===== config.mk =====
export PLATFORM = sky130hd
export DESIGN_NAME = mul_div_unit_flat
export DESIGN_NICKNAME = d
export VERILOG_FILES = /design/src/rtl/mul_div_unit_if.sv /design/src/rtl/mul_div_unit.sv /design/src/flat_wrapper.sv
export SDC_FILE = /design/constraint.sdc
export NUM_CORES = 1
export LEC_CHECK = 0
export CAP_MARGIN = 20
export CORE_MARGIN = 2
export CORE_UTILIZATION = 50
export DETAILED_ROUTE_END_ITERATION = 10
export PLACE_DENSITY = 0.69
export SLEW_MARGIN = 20
export SYNTH_ARGS = -nofsm -noshare
export SYNTH_HDL_FRONTEND = slang
export SYNTH_SLANG_ARGS = --single-unit

===== constraint.sdc =====
create_clock -name clk -period 7.74 [get_ports clk]
set_input_delay 1.161 -clock clk [delete_from_list [all_inputs] [get_ports clk]]
set_output_delay 1.161 -clock clk [all_outputs]
set_load 0.02 [all_outputs]

===== src/rtl/mul_div_unit_if.sv =====
// Issue/result bundle between the EX-stage issue logic and the multiply/divide unit.
interface mul_div_unit_if #(
    parameter int WIDTH = 32
);
    logic             start;
    logic [5:0]       opcode;
    logic [WIDTH-1:0] op1;
    logic [WIDTH-1:0] op2;
    logic             flush;
    logic             busy;
    logic             done;
    logic [WIDTH-1:0] hi;
    logic [WIDTH-1:0] lo;
    logic [WIDTH-1:0] rd_data;

    // Pipeline side: issues operations and reads HI/LO back.
    modport master (
        output start, opcode, op1, op2, flush,
        input  busy, done, hi, lo, rd_data
    );

    // Unit side: owns HI/LO and the iterative datapath.
    modport slave (
        input  start, opcode, op1, op2, flush,
        output busy, done, hi, lo, rd_data
    );
endinterface


===== src/rtl/mul_div_unit.sv =====
// Iterative radix-2 multiply/divide unit owning the HI/LO registers.
// mult/multu/div/divu take WIDTH iteration cycles plus one sign-fix cycle;
// mthi/mtlo complete in one cycle; mfhi/mflo are served combinationally.
module mul_div_unit #(
    parameter int WIDTH = 32
) (
    input  logic         clk,
    input  logic         rst_n,
    mul_div_unit_if.slave bus
);

    typedef enum logic [1:0] {
        IDLE = 2'd0,
        RUN  = 2'd1,
        FIX  = 2'd2
    } state_t;

    localparam int CNT_W = $clog2(WIDTH);

    localparam logic [5:0] OP_MFHI  = 6'h10;
    localparam logic [5:0] OP_MTHI  = 6'h11;
    localparam logic [5:0] OP_MFLO  = 6'h12;
    localparam logic [5:0] OP_MTLO  = 6'h13;
    localparam logic [5:0] OP_MULT  = 6'h18;
    localparam logic [5:0] OP_MULTU = 6'h19;
    localparam logic [5:0] OP_DIV   = 6'h1A;
    localparam logic [5:0] OP_DIVU  = 6'h1B;

    state_t               state_reg,   state_next;
    logic [CNT_W-1:0]     counter_reg, counter_next;
    // mul: {partial product high half, remaining multiplier bits}
    // div: {partial remainder, dividend bits shifting out / quotient bits shifting in}
    logic [2*WIDTH-1:0]   acc_reg,     acc_next;
    // multiplicand magnitude (mul) or divisor magnitude (div)
    logic [WIDTH-1:0]     oper_reg,    oper_next;
    logic                 is_div_reg,  is_div_next;
    logic                 neg_res_reg, neg_res_next;  // operand signs differ
    logic                 neg_rem_reg, neg_rem_next;  // dividend was negative
    logic                 div0_reg,    div0_next;
    logic [WIDTH-1:0]     hi_reg,      hi_next;
    logic [WIDTH-1:0]     lo_reg,      lo_next;
    logic                 done_reg,    done_next;

    // Operand conditioning at issue time
    logic                 is_signed_op;
    logic                 sign1;
    logic                 sign2;
    logic [WIDTH-1:0]     mag1;
    logic [WIDTH-1:0]     mag2;

    assign is_signed_op = (bus.opcode == OP_MULT) || (bus.opcode == OP_DIV);
    assign sign1        = is_signed_op & bus.op1[WIDTH-1];
    assign sign2        = is_signed_op & bus.op2[WIDTH-1];
    assign mag1         = sign1 ? (-bus.op1) : bus.op1;
    assign mag2         = sign2 ? (-bus.op2) : bus.op2;

    // One shift-add step: add the multiplicand when the current multiplier
    // bit is set, then shift the whole accumulator right keeping the carry.
    logic [WIDTH:0]       mul_sum;
    logic [2*WIDTH-1:0]   mul_step;

    assign mul_sum  = {1'b0, acc_reg[2*WIDTH-1:WIDTH]}
                    + (acc_reg[0] ? {1'b0, oper_reg} : {(WIDTH+1){1'b0}});
    assign mul_step = {mul_sum, acc_reg[WIDTH-1:1]};

    // One restoring-division step: shift the next dividend bit into the
    // remainder, subtract the divisor if it fits, record the quotient bit.
    // The shifted remainder is WIDTH+1 bits; after a successful subtract the
    // result is below the divisor, so a WIDTH-bit difference is exact.
    logic [WIDTH:0]       div_shift;
    logic                 div_fits;
    logic [WIDTH-1:0]     div_sub;
    logic [2*WIDTH-1:0]   div_step;

    assign div_shift = acc_reg[2*WIDTH-1:WIDTH-1];
    assign div_fits  = (div_shift >= {1'b0, oper_reg});
    assign div_sub   = div_shift[WIDTH-1:0] - oper_reg;
    assign div_step  = div_fits ? {div_sub, acc_reg[WIDTH-2:0], 1'b1}
                                : {div_shift[WIDTH-1:0], acc_reg[WIDTH-2:0], 1'b0};

    // Sign correction applied in the FIX cycle
    logic [2*WIDTH-1:0]   prod_fix;
    logic [WIDTH-1:0]     quo_fix;
    logic [WIDTH-1:0]     rem_fix;

    assign prod_fix = neg_res_reg ? (-acc_reg) : acc_reg;
    // Divide-by-zero forces an all-ones quotient; the remainder path already
    // reproduces the raw dividend because every subtract of zero succeeds.
    assign quo_fix  = div0_reg    ? {WIDTH{1'b1}}
                    : (neg_res_reg ? (-acc_reg[WIDTH-1:0]) : acc_reg[WIDTH-1:0]);
    assign rem_fix  = neg_rem_reg ? (-acc_reg[2*WIDTH-1:WIDTH]) : acc_reg[2*WIDTH-1:WIDTH];

    // Next-state and datapath update for IDLE -> RUN -> FIX -> IDLE
    always_comb begin
        state_next   = state_reg;
        counter_next = counter_reg;
        acc_next     = acc_reg;
        oper_next    = oper_reg;
        is_div_next  = is_div_reg;
        neg_res_next = neg_res_reg;
        neg_rem_next = neg_rem_reg;
        div0_next    = div0_reg;
        hi_next      = hi_reg;
        lo_next      = lo_reg;
        done_next    = 1'b0;

        if (bus.flush) begin
            // Abort wins over everything, including a same-cycle issue.
            state_next   = IDLE;
            counter_next = '0;
        end else begin
            case (state_reg)
                IDLE: begin
                    if (bus.start) begin
                        case (bus.opcode)
                            OP_MULT, OP_MULTU: begin
                                state_next   = RUN;
                                counter_next = '0;
                                acc_next     = {{WIDTH{1'b0}}, mag2};
                                oper_next    = mag1;
                                is_div_next  = 1'b0;
                                neg_res_next = sign1 ^ sign2;
                                neg_rem_next = sign1;
                                div0_next    = 1'b0;
                            end
                            OP_DIV, OP_DIVU: begin
                                state_next   = RUN;
                                counter_next = '0;
                                acc_next     = {{WIDTH{1'b0}}, mag1};
                                oper_next    = mag2;
                                is_div_next  = 1'b1;
                                neg_res_next = sign1 ^ sign2;
                                neg_rem_next = sign1;
                                div0_next    = (bus.op2 == '0);
                            end
                            OP_MTHI: hi_next = bus.op1;
                            OP_MTLO: lo_next = bus.op1;
                            default: ;
                        endcase
                    end
                end
                RUN: begin
                    acc_next     = is_div_reg ? div_step : mul_step;
                    counter_next = counter_reg + CNT_W'(1);
                    if (counter_reg == CNT_W'(WIDTH - 1)) begin
                        state_next   = FIX;
                        counter_next = '0;
                    end
                end
                FIX: begin
                    state_next = IDLE;
                    done_next  = 1'b1;
                    if (is_div_reg) begin
                        hi_next = rem_fix;
                        lo_next = quo_fix;
                    end else begin
                        hi_next = prod_fix[2*WIDTH-1:WIDTH];
                        lo_next = prod_fix[WIDTH-1:0];
                    end
                end
                default: begin
                    state_next   = IDLE;
                    counter_next = '0;
                end
            endcase
        end
    end

    // State and datapath registers; reset abandons any operation and clears HI/LO
    always_ff @(posedge clk or negedge rst_n) begin
        if (!rst_n) begin
            state_reg   <= IDLE;
            counter_reg <= '0;
            acc_reg     <= '0;
            oper_reg    <= '0;
            is_div_reg  <= 1'b0;
            neg_res_reg <= 1'b0;
            neg_rem_reg <= 1'b0;
            div0_reg    <= 1'b0;
            hi_reg      <= '0;
            lo_reg      <= '0;
            done_reg    <= 1'b0;
        end else begin
            state_reg   <= state_next;
            counter_reg <= counter_next;
            acc_reg     <= acc_next;
            oper_reg    <= oper_next;
            is_div_reg  <= is_div_next;
            neg_res_reg <= neg_res_next;
            neg_rem_reg <= neg_rem_next;
            div0_reg    <= div0_next;
            hi_reg      <= hi_next;
            lo_reg      <= lo_next;
            done_reg    <= done_next;
        end
    end

    // mfhi/mflo read port; shows the committed HI/LO even while busy
    always_comb begin
        bus.rd_data = '0;
        if (bus.opcode == OP_MFHI) begin
            bus.rd_data = hi_reg;
        end else if (bus.opcode == OP_MFLO) begin
            bus.rd_data = lo_reg;
        end
    end

    assign bus.busy = (state_reg != IDLE);
    assign bus.done = done_reg;
    assign bus.hi   = hi_reg;
    assign bus.lo   = lo_reg;

endmodule

===== src/flat_wrapper.sv =====
// flat-port wrapper written by rule: the top's interface ports become plain ports
module mul_div_unit_flat 
#(
    parameter int WIDTH = 32
)
  (clk, rst_n, bus_start, bus_opcode, bus_op1, bus_op2, bus_flush, bus_busy, bus_done, bus_hi, bus_lo, bus_rd_data);
  mul_div_unit_if #(.WIDTH(WIDTH)) bus_i ();
  input  logic clk;
  input  logic rst_n;
  input wire logic [$bits(bus_i.start)-1:0] bus_start;
  input wire logic [$bits(bus_i.opcode)-1:0] bus_opcode;
  input wire logic [$bits(bus_i.op1)-1:0] bus_op1;
  input wire logic [$bits(bus_i.op2)-1:0] bus_op2;
  input wire logic [$bits(bus_i.flush)-1:0] bus_flush;
  output wire logic [$bits(bus_i.busy)-1:0] bus_busy;
  output wire logic [$bits(bus_i.done)-1:0] bus_done;
  output wire logic [$bits(bus_i.hi)-1:0] bus_hi;
  output wire logic [$bits(bus_i.lo)-1:0] bus_lo;
  output wire logic [$bits(bus_i.rd_data)-1:0] bus_rd_data;
  assign bus_i.start = bus_start;
  assign bus_i.opcode = bus_opcode;
  assign bus_i.op1 = bus_op1;
  assign bus_i.op2 = bus_op2;
  assign bus_i.flush = bus_flush;
  assign bus_busy = bus_i.busy;
  assign bus_done = bus_i.done;
  assign bus_hi = bus_i.hi;
  assign bus_lo = bus_i.lo;
  assign bus_rd_data = bus_i.rd_data;
  mul_div_unit #(.WIDTH(WIDTH)) u_core (.clk(clk), .rst_n(rst_n), .bus(bus_i));
endmodule

==> run_results.csv <==
group,metric,value,unit
routing,dr.pass1.iters,6,
final_layout,fin_area,18100,um^2
run_status,outcome,"completed",
global_routing,grt_usage,34.0,%
routing,drc,0,
clock_tree,clk_pin_slew,0.07,ns
yosys,synth_cells,2045,
critical_path,crit_slowest_cell,"clkdlybuf4s50_1",
timing,slew_viol_final,0,
clock_tree,cts_sinks,172,
critical_path,worstSetupEndpoint,"bus_rd_data[4]",
final_layout,ff_latch_area,4310,um^2
power,seqPwrFrac,26.9,%
timing,fmax,215,MHz
yosys,synthSimpleGateAreaFrac,20.2,%
power,p_int,0.00298,W
place,routabilityCongestion,1.01,
die,rows,64,
critical_path,crit_path_cell_trace,"clkdlybuf4s50_1, nor4b_1, nand2b_2, nor2_1, clkdlybuf4s50_1",
yosys,synth-async-reset-ratio,100,%
yosys,synth.area.mux_share,7.43,%
yosys,synth_compound_area_share,24.3,%
critical_path,cpPeakStageDelay,0.63,ns
timing,rsz0062_at_grt,"no",
final_layout,multi_input_area,10600,um^2
power,max-vdd-ir-drop,0.205,mV
clock_tree,clockBufferDepth,2,
final_layout,nNetsFinal,2263,
job,maxCapViolCount,0,
critical_path,ff2ff_path_depth,12,
yosys,synth_commonest_cells,"nand2_1 (254), nor2_1 (230), o21ai_0 (211)",
yosys,synth-adder-area-share,5.88,%
yosys,ys_seq_area_share,27.6,%
worst_hold_path,min_path_type,"flop to flop",
global_routing,grt_pass1_wl,87200,um
routing,wl_per_cell,22.3,um
place,dpl.hpwl,43500,um
clock_tree,htree_levels,4,
die,dieArea,32600,um^2
die,coreArea,30700,um^2
final_layout,largest_reg_flops,64,
routing,routed_wl,56400,um
yosys,synth_xor_area_share,9.83,%
clock_tree,holdBufCountCts,0,
yosys,synth.area.top_cells,"dfrtp_1 (28%), o21ai_0 (6.8%), mux2i_1 (6.4%)",
timing,setup_tns,0,ns
place,place_ws,2.81,ns
die,die_h,181,um
yosys,synth_top_family_by_area,"compound AO/OA/AOI/OAI gates",
global_routing,gr-total-overflow,0,
yosys,synth-seq-cells,172,
clock_tree,cts_tree,"done",
timing,setup-violations-final,0,
routing,via_per_inst,6.30,
timing,finClkSkew,0.0107,ns
die,num_io_pins,172,
yosys,synth.distinct_cells,78,
final_layout,drive_gt1_share,4.84,%
clock_tree,cts_made_buffers,17,
power,p_switching,0.00294,W
routing,vias,15900,
global_routing,first_global_vias,14800,
timing,fin_crit_sh,60.0,%
critical_path,crit_path_frequent_cell,"clkdlybuf4s50_1",
die,start_util,50.8,%
final_layout,syn_to_final_growth,16.1,%
power,switching_share,49.7,%
timing,layout_min_cycle_time,4.64,ns
yosys,syn_nets,2191,
timing,tightestPinTransition,1.04,ns
clock_tree,worstSkewPairLatency,0.45,ns
critical_path,end_kind,"primary output",
yosys,avgSynthCellArea,7.62,um^2
critical_path,r2r_setup_slack,3.30,ns
yosys,synth_most_common_cell,"nand2_1",
critical_path,cp-start-kind,"primary input",
critical_path,crit_type,"primary input to primary output",
yosys,synth_warnings,0,
final_layout,filler_cell_count,2854,
clock_tree,post_cts_resized,0,
die,dieWidth,181,um
critical_path,startpoint,"bus_opcode[3]",
clock_tree,cts_root_buffer,"clkbuf_16",
critical_path,cp_max_fo,32,
critical_path,rr_startpoint,"u_core.acc_reg[0]",
yosys,synth_top_area_share,27.6,%
critical_path,required,6.58,ns
timing,setup_ws,3.10,ns
power,combPwrFrac,57.6,%
clock_tree,postCtsSetupRepairBufs,0,
power,p_leak,7.52,nW
routing,antenna_left,0,
place,portBuffers,171,
global_routing,grt_max_degree,77,
place,place_area,17500,um^2
global_routing,antenna_found_initial,2,
critical_path,r2r-end,"u_core.acc_reg[62]",
power,pwr-share-clk,15.5,%
final_layout,diodes,0,
yosys,synth_edf_count,0,
routing,drt_iter0_drc,1588,
timing,slew_headroom,30.5,%
power,p_per_area,328,nW/um^2
yosys,synthFlopType,"dfrtp_1",
critical_path,cp.arrival,3.48,ns
timing,hold_viol_final,0,
yosys,synth_area,15600,um^2
yosys,synth_top_area_cell,"dfrtp_1",
## cell families (layout without fill, tap and decap cells)
family	after synthesis	count (layout)
buf+inv	197	282
simple gates	690	690
compound gates	625	625
mux	114	114
fa+ha+maj	72	72
flops	172	172
xor+xnor	175	175
## cells in the final DEF, fill, tap and decap left out, types with 20 or more instances in the layout
| cell | count |
|---|---|
| nand2_1 | 252 |
| nor2_1 | 230 |
| o21ai_0 | 211 |
| dfrtp_1 | 170 |
| clkdlybuf4s50_1 | 169 |
| a21oi_1 | 166 |
| mux2i_1 | 100 |
| xnor2_1 | 99 |
| xor2_1 | 76 |
| ha_1 | 70 |
| inv_1 | 60 |
| nor3_1 | 36 |
| o22ai_1 | 36 |
| a21o_1 | 34 |
| a31oi_1 | 26 |
| o31ai_1 | 24 |
| nand2b_1 | 20 |
## critical path: cells and delay by family
kind                   cells  cell delay (ns)
buffers and inverters      2             1.05
AND/OR/NAND/NOR            3             1.27
## stage by stage
| stage | hold slack (ns) | utilization (%) | instances | total power (W) |
|---|---|---|---|---|
| after floorplan | 0.450 | - | 2045 | 0.00389 |
| after global placement | 0.466 | 56.8 | 2492 | 0.00484 |
| after detailed placement | 0.472 | 56.9 | 2493 | 0.00490 |
| after CTS | 0.489 | 58.9 | 2525 | 0.00583 |
| after global routing | 0.509 | 59.0 | 2526 | 0.00631 |
| final | 0.488 | 59.0 | 2526 | 0.00593 |
## final cells by class
type | instances | share of cell area, %
Clock inverter | 14 | 0.982
Sequential cell | 172 | 23.8
Tap cell | 396 | 2.74
Multi-Input combinational cell | 1676 | 58.4
Inverter | 61 | 1.27
Timing Repair Buffer | 189 | 10.4
Clock buffer | 18 | 2.37
## worst min-delay path by stage
stage | start | end | slack (ns) | cells after the start
after global placement | u_core.oper_reg[11] | u_core.oper_reg[11] | 0.47 | 2
final | u_core.oper_reg[6] | u_core.oper_reg[6] | 0.49 | 2
after detailed placement | u_core.oper_reg[13] | u_core.oper_reg[13] | 0.47 | 2
after global routing | u_core.oper_reg[13] | u_core.oper_reg[13] | 0.51 | 2
after floorplan | u_core.oper_reg[10] | u_core.oper_reg[10] | 0.45 | 2
after CTS | u_core.oper_reg[13] | u_core.oper_reg[13] | 0.49 | 2
## per-layer routing
metal	part of all wire, %	vias up	GRT usage (%)
li1	-	7435	-
met1	43	7491	48.3
met2	43	866	51.2
met3	10	128	7.17
met4	3.5	2	12.0
met5	0.023	-	0
## power by group through the flow
stage	registers [W]	clock network [W]	logic, W
2_1_floorplan	0.00141	0	0.00248
3_3_place_gp	0.00158	0	0.00326
3_5_place_dp	0.00159	0	0.00331
4_1_cts	0.00157	0.000924	0.00333
5_1_grt	0.00162	0.000961	0.00373
6_report	0.00160	0.000918	0.00341
(Power assumes the default switching activity.)
